**config.mk**
```make
export PLATFORM = sky130hd
export DESIGN_NAME = mem_arbiter
export DESIGN_NICKNAME = d
export VERILOG_FILES = /design/src/rtl/mem_arbiter.sv
export SDC_FILE = /design/constraint.sdc
export NUM_CORES = 1
export LEC_CHECK = 0
export ABC_AREA = 1
export BUFFER_PORTS_ARGS = -buffer_cell sky130_fd_sc_hd__buf_4
export CORE_AREA = 2 2 102 104
export CTS_BUF_LIST = sky130_fd_sc_hd__clkbuf_8
export CTS_CLUSTER_DIAMETER = 100
export DETAILED_ROUTE_END_ITERATION = 8
export DIE_AREA = 0 0 104 106
export GPL_TIMING_DRIVEN = 0
export PLACE_DENSITY_LB_ADDON = 0.2
export SETUP_SLACK_MARGIN = 0.4
export SLEW_MARGIN = 10
export SYNTH_ARGS = -nofsm -noshare
export SYNTH_HDL_FRONTEND = slang
export SYNTH_SLANG_ARGS = --single-unit
```
**constraint.sdc**
```tcl
create_clock -name CLK -period 1.1 [get_ports CLK]
set_input_delay 0 -clock CLK [delete_from_list [all_inputs] [get_ports CLK]]
set_output_delay 0 -clock CLK [all_outputs]
set_load 0.05 [all_outputs]
```
**src/rtl/mem_arbiter.sv**
```systemverilog
// Single-port RAM arbiter between the icache and dcache. Serializes word requests,
// locks the port across a two-word dcache block and alternates grants under contention.
module mem_arbiter (
  input  logic        CLK,
  input  logic        RST,
  input  logic        iREN,
  input  logic [31:0] iaddr,
  output logic        iwait,
  output logic [31:0] iload,
  input  logic        dREN,
  input  logic        dWEN,
  input  logic [31:0] daddr,
  input  logic [31:0] dstore,
  output logic        dwait,
  output logic [31:0] dload,
  output logic        ramREN,
  output logic        ramWEN,
  output logic [31:0] ramaddr,
  output logic [31:0] ramstore,
  input  logic [31:0] ramload,
  input  logic [1:0]  ramstate
);

  localparam logic [1:0] RAM_FREE   = 2'd0;
  localparam logic [1:0] RAM_BUSY   = 2'd1;
  localparam logic [1:0] RAM_ACCESS = 2'd2;
  localparam logic [1:0] RAM_ERROR  = 2'd3;

  typedef enum logic [1:0] {
    IDLE  = 2'd0,
    DSERV = 2'd1,
    ISERV = 2'd2
  } state_t;

  state_t r_state;
  state_t w_next_state;
  logic   r_last_d;
  logic   r_dlock;
  logic   w_next_last_d;
  logic   w_next_dlock;
  logic   w_dreq;
  logic   w_access;

  assign w_dreq   = dREN | dWEN;
  assign w_access = (ramstate == RAM_ACCESS);

  always_ff @(posedge CLK) begin
    if (RST) begin
      r_state  <= IDLE;
      r_last_d <= 1'b0;
      r_dlock  <= 1'b0;
    end else begin
      r_state  <= w_next_state;
      r_last_d <= w_next_last_d;
      r_dlock  <= w_next_dlock;
    end
  end

  // BUSY/FREE/ERROR while granted simply hold; the RAM retries on its own.
  always_comb begin
    w_next_state  = r_state;
    w_next_last_d = r_last_d;
    w_next_dlock  = r_dlock;
    case (r_state)
      IDLE: begin
        if (w_dreq && iREN)
          w_next_state = r_last_d ? ISERV : DSERV;
        else if (w_dreq)
          w_next_state = DSERV;
        else if (iREN)
          w_next_state = ISERV;
      end
      DSERV: begin
        if (!w_dreq) begin
          w_next_state = IDLE;
          w_next_dlock = 1'b0;
        end else if (w_access) begin
          if (!daddr[2]) begin
            w_next_dlock = 1'b1;
          end else begin
            w_next_dlock  = 1'b0;
            w_next_last_d = 1'b1;
            w_next_state  = IDLE;
          end
        end
      end
      ISERV: begin
        if (!iREN) begin
          w_next_state = IDLE;
          w_next_dlock = 1'b0;
        end else if (w_access) begin
          w_next_last_d = 1'b0;
          w_next_state  = IDLE;
        end
      end
      default: w_next_state = IDLE;
    endcase
  end

  // Non-granted side always sees wait=1 and load=0.
  always_comb begin
    iwait    = 1'b1;
    iload    = 32'd0;
    dwait    = 1'b1;
    dload    = 32'd0;
    ramREN   = 1'b0;
    ramWEN   = 1'b0;
    ramaddr  = 32'd0;
    ramstore = 32'd0;
    case (r_state)
      DSERV: begin
        ramaddr  = daddr;
        ramstore = dstore;
        ramWEN   = dWEN;
        ramREN   = dREN & ~dWEN;
        dload    = ramload;
        dwait    = ~w_access;
      end
      ISERV: begin
        ramaddr = iaddr;
        ramREN  = iREN;
        iload   = ramload;
        iwait   = ~w_access;
      end
      default: ;
    endcase
  end

endmodule

```
==> results of run 1 <==
[layer usage]
| layer | vias to the layer above | share of wire (%) |
|---|---|---|
| li1 | 1618 | - |
| met1 | 1521 | 34 |
| met2 | 139 | 58 |
| met3 | 12 | 6.2 |
| met4 | 0 | 0.96 |
| met5 | - | 0 |
[state kept, by name, summed over array words and instances, names as in the netlist]
register / cells
r_last_d: 1
r_state: 2
[through the flow]
stage                     cell area [µm²]  hold WS (ns)  utilization [%]  worst slack (ns)
final                                6370        0.0448             63.8            -0.455
after global routing                 6370        0.0673             63.8            -0.511
after CTS                            5770        0.0380             57.7            -0.440
after detailed placement             4740         0.266             47.4            -0.351
after global placement               4740         0.270             47.4            -0.346
after floorplan                      2570         0.145                -            -0.169
[cell usage in the layout, fill, tap and decap left out, drive strengths merged]
cell type	Yosys	layout
ha	4	4
buf	18	298
clkinvlp	0	68
clkinv	0	1
clkbuf	3	11
nand3b	1	1
bufbuf	0	1
a21oi	35	35
nand2	178	178
inv	111	43
nor2	8	8
dfxtp	3	3
nand3	9	9
[report_power, final]
| group | leakage, nW | internal, W | switching (W) |
|---|---|---|---|
| clock | 0.0269 | 0.000238 | 0.0000776 |
| combinational | 2.95 | 0.00668 | 0.00970 |
| sequential | 0.0260 | 0.000170 | 0.0000693 |
| total | 3.01 | 0.00709 | 0.00985 |
[worst reg2reg max path: stages, from the launching register on]
cell and delay (ns):
dfxtp_4 0.38, inv_6 0.05, buf_4 0.13, buf_6 0.11, ha_4 0.18, inv_4 0.06
nor2_4 0.03, inv_2 0.03, nand2_1 0.04, nand2_1 0.07, nand3_1 0.08, nand2_1 0.06
nor2_1 0.04
[worst max path at each step]
stage,to,from,cells after the start
6_report,iload[28],r_state[0],8
5_1_grt,iload[28],r_state[0],8
4_1_cts,dload[10],r_state[1],8
3_5_place_dp,ramaddr[22],r_state[0],7
3_3_place_gp,ramaddr[4],r_state[0],7
2_1_floorplan,dload[12],r_state[1],7
[kinds of logic after synthesis]
family / synth area share, %
AO/OA/AOI/OAI: 11.1
adder cells (fa/ha/maj): 3.17
buffers and inverters: 34.1
flip-flops: 3.80
AND/OR/NAND/NOR: 47.9
[area by class of cell]
cell class / count / area, µm² / share of cell area [%]
Buffer: 21 / 375 / 5.89
Multi-Input combinational cell: 235 / 2020 / 31.7
Tap cell: 136 / 170 / 2.67
Sequential cell: 3 / 67.6 / 1.06
Inverter: 111 / 699 / 11.0
Clock inverter: 1 / 3.75 / 0.0589
Timing Repair Buffer: 286 / 3000 / 47.0
Clock buffer: 3 / 41.3 / 0.648
[repair_timing]
action	CTS	global route
pin swaps	1	8
endpoints found under the hold margin	0	0
gates resized for setup	222	134
cloned	5	6
setup buffers	4	5
setup endpoints to repair	135	135
==> Flow_metrics.wiki, run 1 <==
{| class="wikitable"
! Metric !! Value
|-
| Aggregate routed wire length || 11.7 mm
|-
| Layout cells sized above 1 || 86.1%
|-
| Most numerous cell on the critical path || buf_12
|-
| Worst setup margin || -0.455 ns
|-
| Clock insertion delay at the later pin of the skew report || roughly 0.22 ns
|-
| GRT Resource Usage Total || 17.6%
|-
| Highest fanout seen on the critical path || 6
|-
| Number of buffers between clock root and the deepest sink || 2
|-
| Detail-routed net length per standard cell || 14.7 µm
|-
| Setup crit start kind || flop
|-
| Yosys warns || 0
|-
| Max-capacitance violation count || 0
|-
| Ordered cell list for the critical path || inv_4, ha_4, buf_12, buf_12, buf_12, nand2_4, clkinvlp_4, buf_8
|-
| Maximum clock skew at final layout || 0.00133 ns
|-
| Setup TNS || -49.04 ns
|-
| Die width || 104 µm
|-
| Max transition margin || just under 90%
|-
| CTS clk-pin slew, worst paths || 0.03 ns
|-
| Proportion of synthesized chip area in sequential cells || approximately 3.8%
|-
| Bufs and invs on worst path || 6
|-
| Worst Setup End Kind || primary output
|-
| Wire length of the first global-routing pass || 16.0 mm
|-
| Layout overhead on the synthesized area || 304%
|-
| Routability congestion estimate from global placement || 0.806
|-
| CTS root buffer || clkbuf_8
|-
| Post-detail-place hpwl || 8.18 mm
|-
| Min cycle time layout || around 1.6 ns
|-
| Post-synthesis cell count || 370
|-
| Largest stage delay on the critical path || about 0.37 ns
|-
| Number of global-route vias before repair || 3158
|-
| Die footprint || 0.0110 mm²
|-
| Most congested layer reported by global routing || met2
|-
| Type of the tightest min-delay check || in -> reg
|-
| Worst endpoint required time || approximately 1.1 ns
|-
| Met1 layer usage reported by global route || between 10% and 20%
|-
| Max Transition Viols Final || 0
|-
| Top post-synthesis cells by count || nand2_1 (177), inv_1 (102), a21oi_1 (35)
|-
| Ratio of total power to cell area || approximately 2700 mW/mm²
|-
| Static leakage || 3.01 nW
|-
| Path type of the worst setup path || reg -> out
|-
| Fraction of synthesized cell area taken by the top area cell type || a little over two fifths
|-
| Cell area after technology mapping || 0.00158 mm²
|-
| Number of core rows || 37
|-
| Nets || 800
|-
| Met2 track demand over resource || 37.3%
|-
| Violated checks || negative setup slack
|-
| Clock tree from TritonCTS || yes
|-
| Worst R2R Setup Slack || -0.26 ns
|-
| Iteration count of the initial detailed-routing pass || 4
|-
| Launch instance of the worst min-delay path || RST
|-
| Unique cell type count in the Yosys netlist || 14
|-
| Sinks on the clock net || 3
|-
| Core area || around 0.010 mm²
|-
| Share of synthesized flip-flops with an asynchronous set or reset || 0%
|-
| Die height || 106 µm
|-
| Start of the worst register-to-register path || r_state[1]
|-
| Number of instances in the placed design || a little under 800
|-
| Worst r2r path cells || 12
|-
| Count of flip-flops with a built-in enable after synthesis || 0
|-
| Kind of cell with the highest combined delay on the critical path || buffers and inverters
|-
| Achievable frequency || 643 MHz
|-
| Number of filler cells placed in the layout || 807
|-
| Antenna violations before repair || 0
|-
| Number of hold-repair buffers added at the cts stage || 0
|-
| Synth area leader || nand2_1
|-
| Cell with the largest stage delay on the worst path || dfxtp_4
|-
| Count of endpoints failing hold in the final timing report || 0
|-
| Number of antenna diodes || 0
|-
| Remaining Overflow, GRT || 0
|-
| Arrival time at the worst endpoint || 1.55 ns
|-
| Flop and latch count out of synthesis || 3
|-
| Measured slew at the worst slew-check pin || 0.182 ns
|-
| Top post-synthesis cells by area || nand2_1 (42%), inv_1 (24%), a21oi_1 (11%), dfxtp_1 (3.8%), buf_4 (3.8%)
|-
| Maximum number of pins on one net before global-route repair || 11
|-
| Status || finished with violations
|-
| Final cycle utilization of the critical path || 141%
|-
| DRT antenna net count || 0
|-
| Hold Path End || r_state[0]
|-
| Number of design-rule violations left by the first detailed-router iteration || 78
|-
| Setup violation total in the final timing report || roughly 140
|-
| R2r endpoint || r_state[1]
|-
| Total power consumption of the routed design || around 0.017 W
|-
| Setup repair after global routing missed its margin || true
|-
| Synth Area per Inst || 4.27 µm²
|-
| Buffers added on ports || approximately 270
|-
| Initial Utilization || 15.8%
|-
| Final Non-Filler Cells || 796
|-
| Depth of the worst hold-timing path || 4
|-
| H-tree levels || 1
|-
| CTS buffer count || 3
|-
| Total nets after synthesis || 509
|-
| Num ports || 267
|-
| Met3 capacity usage during global routing || under 10%
|-
| Most used flip-flop cell after synthesis || dfxtp_1
|-
| Vias per cell || 4.13
|-
| Most frequent cell after synthesis || nand2_1
|-
| Worst-case vdd ir drop || 1.40 mV
|-
| Detailed-route via count || 3290
|-
| Drt drc || 0
|}
No activity file was read; power rests on OpenSTA's default activity.
==> run 2, diff against run 1 <==
Settings changed: CORE_AREA 2 2 102 104 to 2 2 104 106, DIE_AREA 0 0 104 106 to 0 0 106 108.
Clock period 1.1 ns to 1.8 ns, I/O delays scaled along.
==> run 2 against run 1 <==
Net effect:
- the flow now finishes without violations
- non-clock buffer count up 3
- flip-flop and latch count unchanged
- register-to-register slack improved by 0.67 ns
- count of clock-buffer cells in the layout stayed put
- sequential share of layout area up 0.16 points
- critical endpoint is now dload[17]
==> Flow_metrics.wiki, run 2 (synthesized netlist as in run 1, its figures left out) <==
{| class="wikitable"
! Metric !! Value
|-
| Antenna violations before repair || 0 (unchanged)
|-
| Highest fanout seen on the critical path || 7 (+1)
|-
| CTS root buffer || clkbuf_8
|-
| H-tree levels || 1 (unchanged)
|-
| Buffers added on ports || 266 (unchanged)
|-
| Routability congestion estimate from global placement || 0.760 (-5.7%)
|-
| Number of instances in the placed design || 772 (unchanged)
|-
| Sinks on the clock net || 3 (unchanged)
|-
| Number of buffers between clock root and the deepest sink || 2 (unchanged)
|-
| Type of the tightest min-delay check || in -> reg
|-
| Launch instance of the worst min-delay path || RST
|-
| Setup repair after global routing missed its margin || true
|-
| Start of the worst register-to-register path || r_state[1]
|-
| Most numerous cell on the critical path || buf_12
|-
| R2r endpoint || r_state[1]
|-
| Largest Register || r_state
|-
| Ordered cell list for the critical path || inv_4, ha_4, buf_8, buf_12, buf_12, clkbuf_16, nand2_1, inv_1, buf_6
|-
| Maximum clock skew at final layout || 0.00433 ns (+0.00300 ns)
|-
| Most frequent cells in the layout || buf_4 (157), nand2_1 (127), buf_6 (105)
|-
| Iteration count of the initial detailed-routing pass || 4 (unchanged)
|-
| Bufs and invs on worst path || 7 (+1)
|-
| Hold Path End || r_state[1]
|-
| Net switching component of the power || 0.00542 W (-45%)
|-
| Status || complete, no violations
|-
| Die footprint || 0.0114 mm² (+3.8%)
|-
| Max-capacitance violation count || 0 (unchanged)
|-
| Setup crit start kind || flop
|-
| Worst Setup End Kind || primary output
|-
| Number of antenna diodes || 0 (unchanged)
|-
| Initial Utilization || 15.4% (-0.36 points)
|-
| Arrival time at the worst endpoint || 1.57 ns (+0.02 ns)
|-
| Core area || 0.0102 mm² (+2.3%)
|-
| Max transition margin || 87.8% (about the same)
|-
| Num ports || 267 (unchanged)
|-
| Drt drc || 0 (unchanged)
|-
| Vias per cell || 4.03 (-2.6%)
|-
| Worst r2r path cells || 9 (-3)
|-
| Detail-routed net length per standard cell || 13.0 µm (-12%)
|-
| Final Non-Filler Cells || 799 (+0.38%)
|-
| Number of core rows || 37 (unchanged)
|-
| Count of endpoints failing hold in the final timing report || 0 (unchanged)
|-
| Setup TNS || 0 ns (+49.04 ns)
|-
| Min cycle time layout || 1.57 ns
|-
| CTS buffer count || 3 (unchanged)
|-
| CTS clk-pin slew, worst paths || 0.03 ns (about the same)
|-
| Flip-flop count of the largest register, all copies and words added || 2 (unchanged)
|-
| Remaining Overflow, GRT || 0 (unchanged)
|-
| Cell internal pwr || 0.00398 W (-44%)
|-
| Ratio of total power to cell area || 1700 mW/mm² (-36%)
|-
| Post-detail-place hpwl || 7.57 mm (-7.4%)
|-
| Static leakage || 3.23 nW (+7.3%)
|-
| Cell with the largest stage delay on the worst path || dfxtp_4
|-
| Most frequent standard cell in the layout excluding fill and tap cells || buf_4
|-
| Depth of the worst hold-timing path || 4 (unchanged)
|-
| Share of total power consumed by net switching || 57.7% (-0.46 points)
|-
| Measured slew at the worst slew-check pin || 0.183 ns (+0.000829 ns)
|-
| Setup violation total in the final timing report || 0 (-100%)
|-
| DRT antenna net count || 0 (unchanged)
|-
| Worst R2R Setup Slack || 0.41 ns (+0.67 ns)
|-
| Worst endpoint required time || 1.80 ns (+0.70 ns)
|-
| Layout overhead on the synthesized area || 250%
|-
| Clock insertion delay at the later pin of the skew report || 0.21 ns (about the same)
|-
| Number of design-rule violations left by the first detailed-router iteration || 85 (+9.0%)
|-
| Largest stage delay on the critical path || 0.36 ns (about the same)
|-
| Maximum number of pins on one net before global-route repair || 11 (unchanged)
|-
| Die width || 106 µm (+1.9%)
|-
| GRT Resource Usage Total || 16.5% (-1.1 points)
|-
| Kind of cell with the highest combined delay on the critical path || buffers and inverters
|-
| Aggregate routed wire length || 10.4 mm (-11%)
|-
| Nets || 803 (+0.38%)
|-
| Achievable frequency || between 600 and 700 MHz
|-
| Path type of the worst setup path || reg -> out
|-
| Wire length of the first global-routing pass || 15.5 mm (-2.7%)
|-
| Largest registers || r_state x2, r_last_d x1
|-
| Clock tree from TritonCTS || yes
|-
| Worst-case vdd ir drop || 0.771 mV (-45%)
|-
| Part of the power in registers || 1.5% (about the same)
|-
| Number of global-route vias before repair || 3273 (+3.6%)
|-
| Final cycle utilization of the critical path || 87.2%
|-
| Combinational share of power || 96.5% (-0.2 points)
|-
| Die height || 108 µm (+1.9%)
|-
| Layout cells sized above 1 || 66.7% (-19 points)
|-
| Max Transition Viols Final || 0 (unchanged)
|-
| Share of power burned in the clock network || 2.0% (about the same)
|-
| Detailed-route via count || 3216 (-2.2%)
|}
## run 2: cell types whose count changed in the layout (fill, tap and decap cells not counted), sizes merged
cell	previous run	this run
buf	298	301
clkinv	1	0
clkinvlp	68	0
inv	43	112
## run 2: cell type report
| cell class | instances | area (µm²) |
|---|---|---|
| plain buffers | 21 | 329 |
| clock buffers | 3 | 41.3 |
| clock inverters | 1 | 3.75 |
| fillers | 946 | 4700 |
| inverters | 111 | 427 |
| multi-input cells | 235 | 1600 |
| flip-flops and latches | 3 | 67.6 |
| well taps | 136 | 170 |
| repair buffers | 289 | 2900 |
## run 2: through the flow
stage                     area (µm²)  total power [W]  hold slack [ns]  setup WS, ns  utilization (%)
after floorplan                 1940          0.00477            0.163         0.311                -
after global placement          4110          0.00653            0.275         0.272             40.2
after detailed placement        4110          0.00656            0.277         0.270             40.2
after CTS                       5150          0.00877           0.0493         0.251             50.3
after global routing            5530          0.00990           0.0883         0.191             54.1
final                           5530          0.00940           0.0507         0.230             54.1
## run 2: how the worst max path moves through the flow
stage                from     endpoint  slack (ns)  cells past startpoint
6_report       r_state[1]    dload[17]        0.23                      9
5_1_grt        r_state[1]    dload[17]        0.19                      9
4_1_cts        r_state[1]    dload[23]        0.25                      9
3_5_place_dp   r_state[0]  ramaddr[27]        0.27                      7
3_3_place_gp   r_state[0]  ramaddr[27]        0.27                      7
2_1_floorplan  r_state[0]       ramREN        0.31                      5
## run 2: power groups by stage
stage	Sequential, W	Combinational (W)	Clock, W
2_1_floorplan	0.000108	0.00466	0
3_3_place_gp	0.000114	0.00642	0
3_5_place_dp	0.000115	0.00645	0
4_1_cts	0.000136	0.00844	0.000192
5_1_grt	0.000141	0.00956	0.000203
6_report	0.000140	0.00908	0.000186
## run 2: worst min-delay path, delay by kind of cell
family	cells	cell delay [ns]
buffers and inverters	2	0.13
and+or+nand+nor	2	0.09
## run 2: timing repair
action | 4_1_cts | 5_1_grt
cloned | 10 | 3
resized for setup | 208 | 98
pin swaps | 2 | 2
setup endpoints to repair | 132 | 133
setup buffers | 8 | 2
hold buffers | 0 | 0
## run 2: metal layers
metal,global-route usage [%],share of wire (%),vias up
li1,-,-,1618
met1,16.5,34,1434
met2,34.8,58,154
met3,3.56,7.7,10
met4,2.63,1.1,0
met5,0,0,-
==> run 3, diff against run 2 <==
Settings changed: CORE_AREA 2 2 104 106 to 2 2 103 105, DIE_AREA 0 0 106 108 to 0 0 105 107.
Clock period 1.8 ns to 1.55 ns, I/O delays scaled along.
==> run 3 against run 2 <==
Net effect:
- via count is 2.3% higher
- combinational power is 24% higher
- count of clock-buffer cells in the layout stayed put
- non-clock buffer count is 7 lower
- core utilization is 8.0 points higher
- cell area is 13% higher
- global-route usage is 0.49 points lower
- critical path type unchanged
- critical endpoint is now iload[22]
==> Flow_metrics.wiki, run 3 (synthesized netlist as in run 1, its figures left out) <==
{| class="wikitable"
! Metric !! Value
|-
| Final instance area || 0.00626 mm² (+13%)
|-
| Most frequent standard cell in the layout excluding fill and tap cells || buf_4
|-
| Die footprint || 0.0112 mm² (-1.9%)
|-
| Vias per cell || 4.15 (+3.2%)
|-
| Routed wire length on met3 || 709 µm (-12%)
|-
| Most frequent cells in the layout || buf_4 (156), nand2_1 (79), buf_8 (75)
|-
| Maximum clock skew at final layout || 0.000173 ns (-0.00416 ns)
|-
| Number of filler cells placed in the layout || 882 (-6.8%)
|-
| Flip-flop count of the largest register, all copies and words added || 2 (unchanged)
|-
| CTS clk-pin slew, worst paths || 0.03 ns (about the same)
|-
| Clock tree from TritonCTS || yes
|-
| Type of the tightest min-delay check || in -> reg
|-
| Iteration count of the initial detailed-routing pass || 4 (unchanged)
|-
| Largest Register || r_state
|-
| Initial Utilization || 15.6% (+0.21 points)
|-
| GRT Resource Usage Total || 16.0% (-0.49 points)
|-
| Setup TNS || 0 ns (unchanged)
|-
| Number of global-route vias before repair || 3257 (-0.49%)
|-
| Path type of the worst setup path || reg -> out
|-
| Clock insertion delay at the later pin of the skew report || 0.21 ns (about the same)
|-
| Largest stage delay on the critical path || 0.37 ns (about the same)
|-
| Worst endpoint required time || 1.55 ns (-0.25 ns)
|-
| Ordered cell list for the critical path || inv_4, ha_4, buf_12, buf_12, buf_16, nand2_4, clkinvlp_4, buf_8
|-
| Worst-case vdd ir drop || 1.23 mV (+60%)
|-
| Sinks on the clock net || 3 (unchanged)
|-
| DRT antenna net count || 0 (unchanged)
|-
| Number of buffers between clock root and the deepest sink || 2 (unchanged)
|-
| Number of design-rule violations left by the first detailed-router iteration || 87 (+2.4%)
|-
| Final cycle utilization of the critical path || 99.4%
|-
| Antenna violations before repair || 0 (unchanged)
|-
| Nets || 796 (-0.87%)
|-
| Layout cells sized above 1 || 82.0% (+15 points)
|-
| Layout overhead on the synthesized area || 297%
|-
| Core area || 0.0101 mm² (-1.4%)
|-
| Achievable frequency || 649 MHz
|-
| Detail-routed net length per standard cell || 13.6 µm (+4.8%)
|-
| Setup violation total in the final timing report || 0 (unchanged)
|-
| Status || complete, no violations
|-
| CTS root buffer || clkbuf_8
|-
| Wire length of the first global-routing pass || 15.0 mm (-3.2%)
|-
| Num ports || 267 (unchanged)
|-
| Met2 layer wire length in the routed design || 6.33 mm (+5.7%)
|-
| Highest fanout seen on the critical path || 6 (-1)
|-
| Setup crit start kind || flop
|-
| Remaining Overflow, GRT || 0 (unchanged)
|-
| Top routing layer in use || met4
|-
| Launch instance of the worst min-delay path || RST
|-
| Wire length the detailed router placed on met1 || 3.59 mm (+3.0%)
|-
| Standard cell area after detailed placement || 0.00467 mm² (+14%)
|-
| Setup repair after global routing missed its margin || true
|-
| Max Transition Viols Final || 0 (unchanged)
|-
| Count of endpoints failing hold in the final timing report || 0 (unchanged)
|-
| Worst R2R Setup Slack || 0.15 ns (-0.26 ns)
|-
| Bufs and invs on worst path || 6 (-1)
|-
| Die height || 107 µm (-0.93%)
|-
| Aggregate routed wire length || 10.8 mm (+3.9%)
|-
| Measured slew at the worst slew-check pin || 0.309 ns (+0.125 ns)
|-
| Largest registers || r_state x2, r_last_d x1
|-
| Number of core rows || 37 (unchanged)
|-
| H-tree levels || 1 (unchanged)
|-
| Most numerous cell on the critical path || buf_12
|-
| Max-capacitance violation count || 0 (unchanged)
|-
| Static leakage || 2.95 nW (-8.6%)
|-
| Start of the worst register-to-register path || r_state[1]
|-
| CTS buffer count || 3 (unchanged)
|-
| Buffers added on ports || 266 (unchanged)
|-
| Die width || 105 µm (-0.94%)
|-
| Number of antenna diodes || 0 (unchanged)
|-
| Post-detail-place hpwl || 7.69 mm (+1.6%)
|-
| Cell with the largest stage delay on the worst path || dfxtp_4
|-
| Drt drc || 0 (unchanged)
|-
| Routability congestion estimate from global placement || 0.819 (+7.7%)
|-
| Max transition margin || 79.4% (-8.4 points)
|-
| Maximum number of pins on one net before global-route repair || 11 (unchanged)
|-
| Startpoint of the worst setup timing path || r_state[0]
|-
| Worst Setup End Kind || primary output
|-
| Kind of cell with the highest combined delay on the critical path || buffers and inverters
|-
| Ratio of total power to cell area || 1870 mW/mm² (+9.9%)
|-
| Arrival time at the worst endpoint || 1.54 ns (-0.03 ns)
|-
| Min cycle time layout || roughly 1.5 ns
|-
| Detailed-route via count || 3290 (+2.3%)
|-
| Finished Core Util || 62.1% (+8.0 points)
|}
==> run 3: metrics by stage <==
step           setup WS, ns  total power (W)  hold slack [ns]  std cells
3_3_place_gp          0.121          0.00858            0.268        772
6_report            0.00925           0.0117           0.0532        792
4_1_cts             0.00636           0.0105           0.0490        784
3_5_place_dp         0.0962          0.00865            0.275        772
2_1_floorplan         0.280          0.00656            0.146        370
5_1_grt             -0.0538           0.0122           0.0686        792
==> run 3: routing by layer <==
metal | up-vias | GRT usage (%)
li1 | 1603 | -
met1 | 1520 | 16.3
met2 | 151 | 32.9
met3 | 16 | 3.83
met4 | 0 | 2.67
met5 | - | 0
==> run 3: worst paths after layout <==
path / to / depth (start not counted)
setup / recovery: iload[22] / 8
hold / removal: r_state[1] / 4
setup reg to reg: r_state[1] / 10
hold reg to reg: r_last_d / 2
==> run 3: area by class of cell <==
type / instances / area (µm²) / share of cell area, %
timing repair buffer: 282 / 2970 / 47.4
buffer: 21 / 367 / 5.85
clock buffer: 3 / 41.3 / 0.659
inverter: 111 / 687 / 11.0
tap: 136 / 170 / 2.72
clock inverter: 1 / 3.75 / 0.0599
multi-input combinational: 235 / 1960 / 31.2
sequential: 3 / 67.6 / 1.08
==> run 3: repair_timing <==
item	4_1_cts	5_1_grt
endpoints found under the setup margin	134	135
hold buffers	0	0
cloned	4	4
gates resized for setup	210	141
setup buffers	4	4
pin swaps	5	10
==> run 3: power breakdown <==
part / internal [W] / switching (W) / total [W]
clock: 0.000169 / 0.0000514 / 0.000220
sequential: 0.000121 / 0.0000492 / 0.000170
combinational: 0.00460 / 0.00670 / 0.0113
total: 0.00489 / 0.00680 / 0.0117
==> run 3: worst min-delay path, delay by kind of cell <==
kind	cells	cell delay, ns
buffers and inverters	2	0.13
and+or+nand+nor	2	0.10
